`config.mk`:
```
export PLATFORM = sky130hd
export DESIGN_NAME = multi_timer_flat
export DESIGN_NICKNAME = d
export VERILOG_FILES = /design/src/rtl/timer_pkg.sv /design/src/rtl/multi_timer_if.sv /design/src/rtl/timer_channel.sv /design/src/rtl/multi_timer.sv /design/src/flat_wrapper.sv
export SDC_FILE = /design/constraint.sdc
export NUM_CORES = 1
export LEC_CHECK = 0
export ABC_CLOCK_PERIOD_IN_PS = 2720
export BUFFER_PORTS_ARGS = -buffer_cell sky130_fd_sc_hd__buf_2
export CELL_PAD_IN_SITES_DETAIL_PLACEMENT = 1
export CELL_PAD_IN_SITES_GLOBAL_PLACEMENT = 1
export CORE_ASPECT_RATIO = 1.4
export CORE_UTILIZATION = 40
export CTS_BUF_LIST = sky130_fd_sc_hd__clkbuf_8
export DETAILED_ROUTE_END_ITERATION = 10
export PLACE_DENSITY_LB_ADDON = 0.1
export SLEW_MARGIN = 30
export SYNTH_ARGS = -nofsm -noshare
export SYNTH_HDL_FRONTEND = slang
export SYNTH_HIERARCHICAL = 1
export SYNTH_SLANG_ARGS = --single-unit
```
`constraint.sdc`:
```
create_clock -name clk -period 2.72 [get_ports clk]
set_clock_uncertainty 0.05 [all_clocks]
set_input_delay 0.272 -clock clk [delete_from_list [all_inputs] [get_ports clk]]
set_output_delay 0.272 -clock clk [all_outputs]
set_load 0.01 [all_outputs]
```
`src/rtl/timer_pkg.sv`:
```
// Shared types and constants for the multi-channel interval timer.
// Channel state encoding, default widths and the common 1 s terminal at 50 MHz.
package timer_pkg;

  typedef enum logic [1:0] {
    IDLE = 2'd0,
    RUN  = 2'd1,
    DONE = 2'd2
  } state_t;

  localparam int DEF_N_CH     = 4;
  localparam int DEF_CNT_W    = 26;
  localparam int DEF_PRESCALE = 1;

  // Terminal value giving a period of exactly 1 s with a 50 MHz clock (N+1 ticks).
  localparam int unsigned ONE_SEC_50M = 32'd49_999_999;

endpackage

```
`src/rtl/multi_timer_if.sv`:
```
// Control/status bundle of the multi-channel timer; master is the client FSM side.
// Strobes are single-cycle, sampled at posedge clk; status outputs are registered.
interface multi_timer_if
  import timer_pkg::*;
#(
  parameter int N_CH  = DEF_N_CH,
  parameter int CNT_W = DEF_CNT_W
);

  logic [N_CH-1:0]       start;
  logic [N_CH-1:0]       stop;
  logic [N_CH-1:0]       periodic;
  logic [N_CH*CNT_W-1:0] load_val;
  logic [N_CH-1:0]       clr;
  logic [N_CH-1:0]       busy;
  logic [N_CH-1:0]       expire_pulse;
  logic [N_CH-1:0]       expire_flag;

  modport master (
    output start, stop, periodic, load_val, clr,
    input  busy, expire_pulse, expire_flag
  );

  modport slave (
    input  start, stop, periodic, load_val, clr,
    output busy, expire_pulse, expire_flag
  );

endinterface

```
`src/rtl/timer_channel.sv`:
```
// One timer channel: IDLE/RUN/DONE FSM, up-counter to a latched terminal, sticky flag.
// Expiry pulse is registered, one clk wide, (terminal+1) ticks after start; no backpressure.
module timer_channel
  import timer_pkg::*;
#(
  parameter int CNT_W = DEF_CNT_W
) (
  input  logic             clk,
  input  logic             reset_n,
  input  logic             tick,
  input  logic             start,
  input  logic             stop,
  input  logic             periodic,
  input  logic [CNT_W-1:0] load_val,
  input  logic             clr,
  output logic             busy,
  output logic             expire_pulse,
  output logic             expire_flag
);

  state_t           state;
  logic [CNT_W-1:0] count;
  logic [CNT_W-1:0] terminal;
  logic             mode;

  always_ff @(posedge clk or negedge reset_n) begin
    if (!reset_n) begin
      state        <= IDLE;
      count        <= '0;
      terminal     <= '0;
      mode         <= 1'b0;
      busy         <= 1'b0;
      expire_pulse <= 1'b0;
      expire_flag  <= 1'b0;
    end else begin
      expire_pulse <= 1'b0;
      // An expiry later in this block overrides the clear in the same cycle.
      if (clr) expire_flag <= 1'b0;

      if (start) begin
        terminal <= load_val;
        mode     <= periodic;
        count    <= '0;
        state    <= RUN;
        busy     <= 1'b1;
      end else begin
        case (state)
          RUN: begin
            if (stop) begin
              state <= IDLE;
              busy  <= 1'b0;
            end else if (tick) begin
              // Equality only: count never passes terminal, so all-ones terminals expire cleanly.
              if (count == terminal) begin
                expire_pulse <= 1'b1;
                expire_flag  <= 1'b1;
                if (mode) begin
                  count <= '0;
                end else begin
                  state <= DONE;
                  busy  <= 1'b0;
                end
              end else begin
                count <= count + CNT_W'(1);
              end
            end
          end
          default: ;
        endcase
      end
    end
  end

endmodule

```
`src/rtl/multi_timer.sv`:
```
// N_CH independent interval timers sharing one free-running prescaler tick.
// Period is (terminal+1)*PRESCALE clks; start does not re-phase the prescaler; no backpressure.
module multi_timer
  import timer_pkg::*;
#(
  parameter int N_CH     = DEF_N_CH,
  parameter int CNT_W    = DEF_CNT_W,
  parameter int PRESCALE = DEF_PRESCALE
) (
  input  logic          clk,
  input  logic          reset_n,
  multi_timer_if.slave  bus
);

  logic            tick;
  logic [N_CH-1:0] busy_v;
  logic [N_CH-1:0] pulse_v;
  logic [N_CH-1:0] flag_v;

  generate
    if (PRESCALE <= 1) begin : g_no_pre
      assign tick = 1'b1;
    end else begin : g_pre
      localparam int PW = $clog2(PRESCALE);
      localparam logic [PW-1:0] PMAX = PW'(PRESCALE - 1);
      logic [PW-1:0] pre_cnt;

      always_ff @(posedge clk or negedge reset_n) begin
        if (!reset_n) begin
          pre_cnt <= '0;
        end else if (pre_cnt == PMAX) begin
          pre_cnt <= '0;
        end else begin
          pre_cnt <= pre_cnt + PW'(1);
        end
      end

      assign tick = (pre_cnt == PMAX);
    end
  endgenerate

  generate
    for (genvar i = 0; i < N_CH; i++) begin : g_ch
      timer_channel #(
        .CNT_W (CNT_W)
      ) u_ch (
        .clk          (clk),
        .reset_n      (reset_n),
        .tick         (tick),
        .start        (bus.start[i]),
        .stop         (bus.stop[i]),
        .periodic     (bus.periodic[i]),
        .load_val     (bus.load_val[i*CNT_W +: CNT_W]),
        .clr          (bus.clr[i]),
        .busy         (busy_v[i]),
        .expire_pulse (pulse_v[i]),
        .expire_flag  (flag_v[i])
      );
    end
  endgenerate

  assign bus.busy         = busy_v;
  assign bus.expire_pulse = pulse_v;
  assign bus.expire_flag  = flag_v;

endmodule
```
`src/flat_wrapper.sv`:
```
// flat-port wrapper written by rule: the top's interface ports become plain ports
module multi_timer_flat import timer_pkg::*;
#(
  parameter int N_CH     = DEF_N_CH,
  parameter int CNT_W    = DEF_CNT_W,
  parameter int PRESCALE = DEF_PRESCALE
)
  (clk, reset_n, bus_start, bus_stop, bus_periodic, bus_load_val, bus_clr, bus_busy, bus_expire_pulse, bus_expire_flag);
  multi_timer_if #(.N_CH(N_CH), .CNT_W(CNT_W)) bus_i ();
  input  logic clk;
  input  logic reset_n;
  input wire logic [$bits(bus_i.start)-1:0] bus_start;
  input wire logic [$bits(bus_i.stop)-1:0] bus_stop;
  input wire logic [$bits(bus_i.periodic)-1:0] bus_periodic;
  input wire logic [$bits(bus_i.load_val)-1:0] bus_load_val;
  input wire logic [$bits(bus_i.clr)-1:0] bus_clr;
  output wire logic [$bits(bus_i.busy)-1:0] bus_busy;
  output wire logic [$bits(bus_i.expire_pulse)-1:0] bus_expire_pulse;
  output wire logic [$bits(bus_i.expire_flag)-1:0] bus_expire_flag;
  assign bus_i.start = bus_start;
  assign bus_i.stop = bus_stop;
  assign bus_i.periodic = bus_periodic;
  assign bus_i.load_val = bus_load_val;
  assign bus_i.clr = bus_clr;
  assign bus_busy = bus_i.busy;
  assign bus_expire_pulse = bus_i.expire_pulse;
  assign bus_expire_flag = bus_i.expire_flag;
  multi_timer #(.N_CH(N_CH), .CNT_W(CNT_W), .PRESCALE(PRESCALE)) u_core (.clk(clk), .reset_n(reset_n), .bus(bus_i));
endmodule
```
Yosys cells after proc, flatten, opt, wreduce, memory -nomap -nowiden
Cells that the tools add are included.

word-level totals
  register bits after elaboration = 232
  input bits = 122
  output and inout port bits = 12
  word-level logic and storage cells = 164

cells by class
  add/subtract/negate cells = 4
  equal/unequal tests = 20
  mux-type cells = 96
  reductions and logical operators = 16

operators with widths
  operator                                       count
  two-way mux 26 bit                             20
  adder 26 x 1 -> 26 bit, second input constant  4
  == test 26 bit                                 4
  two-way mux 1 bit                              56
  two-way mux 2 bit                              20
  != test 3 bit, second input constant           8
  AND reduction 3 bit                            8
  nonzero test 3 bit                             4
  == test 2 x 1 -> 1 bit, second input constant  4
  != test 2 bit, second input constant           4
  nonzero test 2 bit                             4

Longest topological paths before layout
Gate-level depths: netlist of the first run.

  depth after elaboration = 5
  depth in mapped cells = 9
  mapped depth without buffers = 7

Hierarchy
The synthesis of the first run kept the hierarchy.

by module, submodules not included
  module                                   times used  cells each  area each (um2)  sequential area each (um2)
  timer_channel (u_core.g_ch[0].u_ch ...)  3           270         2947.8           1426.4
  timer_channel (u_core.g_ch[3].u_ch)      1           278         2966.6           1426.4
  multi_timer                              1           1           3.8              0.0

Worst setup path after synthesis of the first run
No wires, ideal clock.

  path kind = flip-flop to flip-flop
  start = register u_core.g_ch[3].u_ch.count[11]
  end = register u_core.g_ch[3].u_ch.count[5]
  setup time = 0.126 ns
  arrival = 1.833 ns
  data required time = 2.544 ns
  setup slack = 0.711 ns
  stages on the path, launching flop included = 7
  buffers on the path = 1
  period minus slack after synthesis = 2.009 ns
  cell sequence = dfrtp_1 xor2_1 nor4_1 nand4_2 o21a_1 buf_2 a221o_1

between the ends
  longest elaborated chain between the ends = 5
  elaborated cells on any way between the ends = 7
  classes of those cells = 2 x eq/ne; 4 x mux; 1 x reduce/logical

ends and longest elaborated chain
  what                    line                 RTL
  from (decl)             timer_channel.sv:22  logic [CNT_W-1:0] count;
  from (signal assigned)  timer_channel.sv:64  count <= count + CNT_W'(1);
  == test 26 bit (*)      timer_channel.sv:54  if (count == terminal) begin
  two-way mux 26 bit      timer_channel.sv:54
  two-way mux 26 bit      timer_channel.sv:49  if (stop) begin
  two-way mux 26 bit      timer_channel.sv:47  case (state)
  two-way mux 26 bit      timer_channel.sv:40  if (start) begin

Mark *: on every way between the ends. The rest lies on a longest branch, timed or not. The select of a mux whose other input is x is not followed.
A chain may end at the register's enable or synchronous reset.

Worst setup path after layout of the first run
  start = register u_core.g_ch[3].u_ch.count[17]
  end = register u_core.g_ch[3].u_ch.count[15]

The elaborated chain is that of the path after synthesis.

==> results.py, run 1 <==
metrics = {
    "synth": {
        "synth_edf_count": 0,
        "syn-cell-area_um2": 11810,
        "syn_inst": 1089,
        "synth_ff_type": "dfrtp_1",
        "ys_top_cells_by_area": "dfrtp_1, mux2_2, nand3_1, xor2_1, xnor2_1",
        "avgSynthCellArea_um2": 10.85,
        "synth.most_common_cell": "dfrtp_1",
        "ys_ff_latch": 228,
        "synth_common_cells": "dfrtp_1, nand3_1, mux2_2",
        "yosysTopAreaCell": "dfrtp_1",
        "synth_top_area_share_pct": 48.29,
        "yosysWarningCount": 6,
        "yosysUniqueCellTypes": 62,
        "ys_seq_area_share_pct": 48.29,
        "synthArstFlopShare_pct": 100.0,
    },
    "critical_path": {
        "crit_required_ns": 3.13,
        "startpoint": "u_core/g_ch[3].u_ch/count[17]",
        "critical_path_class": "reg -> reg",
        "r2r_slack_ns": 0.29,
        "worstPathArrival_ns": 2.84,
        "start_kind": "flip-flop",
        "end_kind": "flip-flop",
        "r2r_cells": 7,
        "crit_path_max_fanout": 11,
        "reg2reg_to": "u_core/g_ch[3].u_ch/count[15]",
        "r2r-start": "u_core/g_ch[3].u_ch/count[17]",
    },
    "place": {
        "pre_cts_ws_ns": 0.2872,
        "place_inst": 1584,
        "dpl.hpwl_mm": 22.07,
        "port_buffers": 133,
        "place_area_um2": 12930,
        "gp_congestion": 0.7743,
    },
    "clock_network": {
        "clkSinkCount": 228,
        "worstSkewPairLatency_ns": 0.56,
        "cts_root_buffer": "clkbuf_8",
        "cts-resized-gates": 0,
        "cts_setup_buffers": 0,
        "ctsLongestPathBuffers": 3,
        "h-tree-depth": 2,
        "cts_buffers": 40,
        "ctsHoldBuffers": 117,
        "cts.clk_slew.worst_paths_ns": 0.06,
        "cts_tree": "built",
    },
    "timing": {
        "hold_viol_final": 0,
        "finalSetupViolations": 0,
        "relSlewSlack_pct": 48.15,
        "drv_slew": 0,
        "finalSetupTns_ns": 0,
        "rsz0062_at_grt": "false",
        "max_freq_mhz": 411.4,
        "min_period_ns": 2.431,
        "finalWorstSetupSlack_ns": 0.2891,
        "fin_crit_sh_pct": 89.37,
        "worst_pin_slew_ns": 0.7777,
    },
    "routing": {
        "num_vias": 9533,
        "dr_wl_met3_mm": 1.048,
        "wl_met1_mm": 13.88,
        "dr.pass1.iters": 4,
        "initialDrtViolationCount": 329,
        "drc": 0,
        "wl_mm": 33.26,
        "ant_nets": 0,
        "routed-wl-met2_mm": 17.45,
        "top_layer_used": "met4",
        "detail_route.vias_per_cell": 5.383,
        "route.detailed.wl_per_inst_um": 18.78,
    },
    "die": {
        "die_w_um": 147.2,
        "die_area_um2": 30240,
        "core-area_um2": 29070,
        "die_y_um": 205.3,
        "fp-row-count": 74,
        "io_pins": 134,
        "start_util_pct": 40.64,
    },
    "min_path": {
        "min_path_type": "in -> reg",
        "hold_path_end": "u_core/g_ch[3].u_ch/state[0]",
        "worstHoldPathCells": 3,
        "worstHoldStart": "bus_stop[3]",
    },
    "pwr": {
        "ir_worst_vdd_uv": 369.3,
        "swShare_pct": 25.65,
        "intPower_w": 0.005768,
        "power.density_nw_per_um2": 520.6,
        "p_leak_nw": 6.447,
        "clock_power_share_pct": 41.0,
        "p_seq_share_pct": 47.9,
        "pwr-share-comb_pct": 11.1,
        "power_switching_w": 0.001990,
    },
    "grt": {
        "grt_max_degree": 71,
        "grt.total_usage_pct": 23.04,
        "grt_antenna_before_repair": 0,
        "grt_pass1_wl_mm": 54.99,
        "grt.overflow.total": 0,
        "grt_pass1_vias": 10192,
    },
    "layout": {
        "fin_area_um2": 14900,
        "n_fill_cell": 3221,
        "fin_cells": 1771,
        "nNetsFinal": 1489,
        "diodes": 0,
        "drive_gt1_share_pct": 25.38,
        "syn_to_final_growth_pct": 26.13,
    },
    "status": {
        "status": "finished clean",
    },
    "flow_run": {
        "drv_cap": 0,
    },
}
-- cell type report --
| cell class | count | area, µm² | area share [%] |
|---|---|---|---|
| clock buffers | 53 | 729.5 | 4.895 |
| clock inverters | 17 | 73.82 | 0.4954 |
| inverters | 28 | 105.1 | 0.7054 |
| multi-input cells | 789 | 5707 | 38.30 |
| flip-flops and latches | 228 | 5705 | 38.29 |
| well taps | 380 | 475.5 | 3.191 |
| repair buffers | 276 | 2105 | 14.12 |
-- stage by stage --
stage / utilization (%) / power, W / hold WS, ns
floorplan: - / 0.004174 / -0.07359
global placement: 44.46 / 0.004488 / 0.2355
detailed placement: 44.46 / 0.004506 / 0.2389
CTS: 51.25 / 0.007897 / 0.05964
global route: 51.25 / 0.008141 / 0.09814
finish: 51.25 / 0.007758 / 0.1137
-- power by group through the flow --
stage / registers, W / logic, W / clock network [W]
2_1_floorplan: 0.00372 / 0.000449 / 0
3_3_place_gp: 0.00377 / 0.000719 / 0
3_5_place_dp: 0.00377 / 0.000732 / 0
4_1_cts: 0.00371 / 0.000867 / 0.00332
5_1_grt: 0.00373 / 0.000949 / 0.00346
6_report: 0.00371 / 0.000863 / 0.00318
-- per-layer routing --
| metal | GRT usage, % | vias up |
|---|---|---|
| met5 | 0 | - |
| li1 | - | 4552 |
| met4 | 7.806 | 0 |
| met3 | 3.503 | 64 |
| met2 | 41.63 | 154 |
| met1 | 27.75 | 4763 |
-- worst max-delay path, cell delays in order (launching register included) --
cell     delay (ns)
dfrtp_1        0.42
xor2_1         0.18
nor4_1         0.42
nand4_2        0.27
o21a_1         0.41
buf_4          0.25
a21o_1         0.16
a21o_1         0.16
-- cells in the final DEF (no fill, tap or decap), types with 16 or more instances in the layout --
cell type	n
a21oi_1	28
and3_1	20
buf_2	132
buf_4	21
clkbuf_8	53
dfrtp_1	228
dlygate4sd3_1	117
inv_1	41
mux2_2	108
nand2_1	91
nand3_1	124
nand4_1	28
nor2_1	26
nor4_1	16
o21ai_0	20
o311ai_0	26
or3_1	27
xnor2_1	43
xor2_1	58
-- flip-flops by register name, indices dropped and copies added (netlist names) --
name	count
u_core/g_ch.u_ch/expire_pulse	4
u_core/g_ch.u_ch/count	104
u_core/g_ch.u_ch/mode	4
u_core/g_ch.u_ch/expire_flag	4
u_core/g_ch.u_ch/terminal	104
u_core/g_ch.u_ch/state	8
-- kinds of logic (layout without fill, tap and decap cells) --
| family | Yosys count | after routing | synth area share, % |
|---|---|---|---|
| multiplexers | 108 | 108 | 10.29 |
| other | 1 | 9 | 0.03174 |
| buffers and inverters | 80 | 374 | 3.654 |
| AO/OA/AOI/OAI | 162 | 162 | 10.68 |
| flip-flops | 228 | 228 | 48.29 |
| AND/OR/NAND/NOR | 402 | 402 | 18.72 |
| XOR/XNOR | 104 | 104 | 7.901 |
| adder cells (fa/ha/maj) | 4 | 4 | 0.4237 |
-- how the worst max path moves through the flow --
| stage | end | cells after the start |
|---|---|---|
| 6_report | u_core/g_ch[3].u_ch/count[15] | 7 |
| 4_1_cts | u_core/g_ch[3].u_ch/count[15] | 7 |
| 2_1_floorplan | u_core/g_ch[3].u_ch/count[5] | 6 |
| 3_5_place_dp | u_core/g_ch[3].u_ch/count[15] | 7 |
| 5_1_grt | u_core/g_ch[3].u_ch/count[15] | 7 |
| 3_3_place_gp | u_core/g_ch[3].u_ch/count[15] | 7 |
(Power assumes the default switching activity.)
==> inputs of run 2 (changes only) <==
==> constraint.sdc (replaced) <==
create_clock -name clk -period 2.72 [get_ports clk]
set_clock_uncertainty 0.05 [all_clocks]
set_input_delay 0.136 -clock clk [delete_from_list [all_inputs] [get_ports clk]]
set_output_delay 0.136 -clock clk [all_outputs]
set_load 0.01 [all_outputs]
==> run 2 against run 1 <==
Worst setup slack worse by 0.072 ns. Sequential share of layout area down 0.16 points. Largest cell class unchanged. Global-route usage down 0.34 points. Via count about the same. Core utilization up 0.22 points. Critical endpoint is now u_core/g_ch[1].u_ch/state[0]. Routed wire length down 0.84%. Sequential cell count unchanged. Sequential power about the same.
==> results.py, run 2 (synthesized netlist as in run 1, its figures left out) <==
metrics = {
    "pwr": {
        "ir_worst_vdd_uv": 323.0,
        "power.density_nw_per_um2": 509.9,
        "p_leak_nw": 6.478,
    },
    "layout": {
        "n_fill_cell": 3203,
        "top_regs": "u_core/g_ch.u_ch/count: 104 flops, u_core/g_ch.u_ch/terminal: 104 flops, u_core/g_ch.u_ch/state: 8 flops",
        "fin_cells": 1779,
        "fin_util_pct": 51.47,
        "layout_common_cells": "dfrtp_1, buf_2, nand3_1",
        "syn_to_final_growth_pct": 26.67,
        "nNetsFinal": 1502,
        "regArea_um2": 5705,
        "multi_input_area_um2": 5719,
        "final_common_cell": "dfrtp_1",
        "diodes": 0,
        "drive_gt1_share_pct": 25.73,
    },
    "die": {
        "die_w_um": 147.2,
        "die_area_um2": 30240,
        "core-area_um2": 29070,
        "fp-row-count": 74,
        "io_pins": 134,
        "die_y_um": 205.3,
        "start_util_pct": 40.64,
    },
    "clock_network": {
        "cts_tree": "built",
        "h-tree-depth": 2,
        "cts.clk_slew.worst_paths_ns": 0.06,
        "clkSinkCount": 228,
        "cts_root_buffer": "clkbuf_8",
        "worstSkewPairLatency_ns": 0.55,
        "ctsLongestPathBuffers": 3,
        "cts_buffers": 40,
    },
    "routing": {
        "initialDrtViolationCount": 341,
        "route.detailed.wl_per_inst_um": 18.54,
        "ant_nets": 0,
        "wl_mm": 32.98,
        "detail_route.vias_per_cell": 5.362,
        "dr.pass1.iters": 4,
        "drc": 0,
        "num_vias": 9539,
    },
    "critical_path": {
        "reg2reg_to": "u_core/g_ch[1].u_ch/state[0]",
        "worstPathCellList": "xnor2_1 -> nand4_1 -> nor4_4 -> nand2_1 -> o32a_1 -> dlygate4sd3_1",
        "critical_path_class": "reg -> reg",
        "r2r_cells": 6,
        "crit_path_max_fanout": 9,
        "cpMaxStageDelayCell": "dlygate4sd3_1",
        "slowest_delay_ns": 0.55,
        "r2r-start": "u_core/g_ch[1].u_ch/count[4]",
        "r2r_slack_ns": 0.22,
        "end_kind": "flip-flop",
        "crit_required_ns": 3.09,
        "start_kind": "flip-flop",
        "worstPathArrival_ns": 2.88,
    },
    "place": {
        "place_inst": 1589,
        "dpl.hpwl_mm": 22.23,
        "gp_congestion": 0.7808,
        "port_buffers": 133,
    },
    "timing": {
        "relSlewSlack_pct": 48.78,
        "min_period_ns": 2.503,
        "max_freq_mhz": 399.6,
        "drv_slew": 0,
        "fin_crit_sh_pct": 92.01,
        "finalSetupViolations": 0,
        "whs_ns": 0.09692,
        "hold_viol_final": 0,
        "worst_pin_slew_ns": 0.7683,
        "finalSetupTns_ns": 0,
        "rsz0062_at_grt": "false",
    },
    "grt": {
        "grt_pass1_wl_mm": 54.81,
        "grt.total_usage_pct": 22.69,
        "grt_max_degree": 72,
        "grt_antenna_before_repair": 0,
        "grt_pass1_vias": 10479,
        "grt.overflow.total": 0,
    },
    "min_path": {
        "min_path_type": "in -> async",
    },
    "status": {
        "status": "finished clean",
    },
    "flow_run": {
        "drv_cap": 0,
    },
}
## run 2: cell count changes in the layout (fill, tap and decap cells not counted), sizes merged
cell         change
inv              -3
buf              +7
clkinv           +4
dlygate4sd3      +6
clkinvlp         -2
clkbuf           -4
## run 2: per-stage QoR
stage / worst slack (ns) / power, W / instance area [µm²]
after floorplan: 0.7110 / 0.004174 / 11840
after global placement: 0.09337 / 0.004489 / 12960
after detailed placement: 0.03021 / 0.004508 / 12960
after CTS: 0.01760 / 0.007765 / 14940
after global routing: 0.02837 / 0.007981 / 14960
final: 0.2173 / 0.007631 / 14960
## run 2: area by class of cell
| cell class | count | share of cell area [%] |
|---|---|---|
| multi-input cells | 789 | 38.22 |
| flip-flops and latches | 228 | 38.13 |
| repair buffers | 289 | 14.82 |
| clock buffers | 49 | 4.507 |
| well taps | 380 | 3.177 |
| inverters | 28 | 0.7023 |
| clock inverters | 16 | 0.4515 |
## run 2: timing repair
| item | 4_1_cts | 5_1_grt |
|---|---|---|
| resized for setup | 0 | 2 |
| setup buffers | 0 | 2 |
| setup endpoints to repair | 0 | 14 |
| hold buffers | 123 | 0 |
| endpoints found under the hold margin | 282 | 0 |
## run 2: report_power, final
group          leakage, nW  switching, W  internal (W)
registers             2.93      0.000146       0.00357
clock network        0.429       0.00143       0.00161
logic                 3.12      0.000392      0.000482
## run 2: worst max-delay path, delay by kind of cell, from the launching register on
family | cells | cell delay (ns)
AND/OR/NAND/NOR | 3 | 0.72
flip-flops | 1 | 0.48
buffers and inverters | 1 | 0.55
XOR/XNOR | 1 | 0.23
AO/OA/AOI/OAI | 1 | 0.36
## run 2: routing by layer
| metal | GRT usage (%) | up-vias | wire length [µm] |
|---|---|---|---|
| met5 | 0 | - | 0 |
| met4 | 5.854 | 0 | 556 |
| met3 | 3.814 | 41 | 1080 |
| met2 | 41.88 | 135 | 17580 |
| met1 | 27.07 | 4789 | 13760 |
| li1 | - | 4574 | - |
## run 2: worst max-delay path by stage
stage | from | endpoint | cells past startpoint
floorplan | u_core/g_ch[3].u_ch/count[11] | u_core/g_ch[3].u_ch/count[5] | 6
global placement | u_core/g_ch[3].u_ch/count[11] | u_core/g_ch[3].u_ch/count[15] | 7
detailed placement | u_core/g_ch[3].u_ch/count[11] | u_core/g_ch[3].u_ch/count[6] | 6
CTS | u_core/g_ch[3].u_ch/count[11] | u_core/g_ch[3].u_ch/count[15] | 7
global route | u_core/g_ch[1].u_ch/count[1] | u_core/g_ch[1].u_ch/state[0] | 6
finish | u_core/g_ch[1].u_ch/count[4] | u_core/g_ch[1].u_ch/state[0] | 6
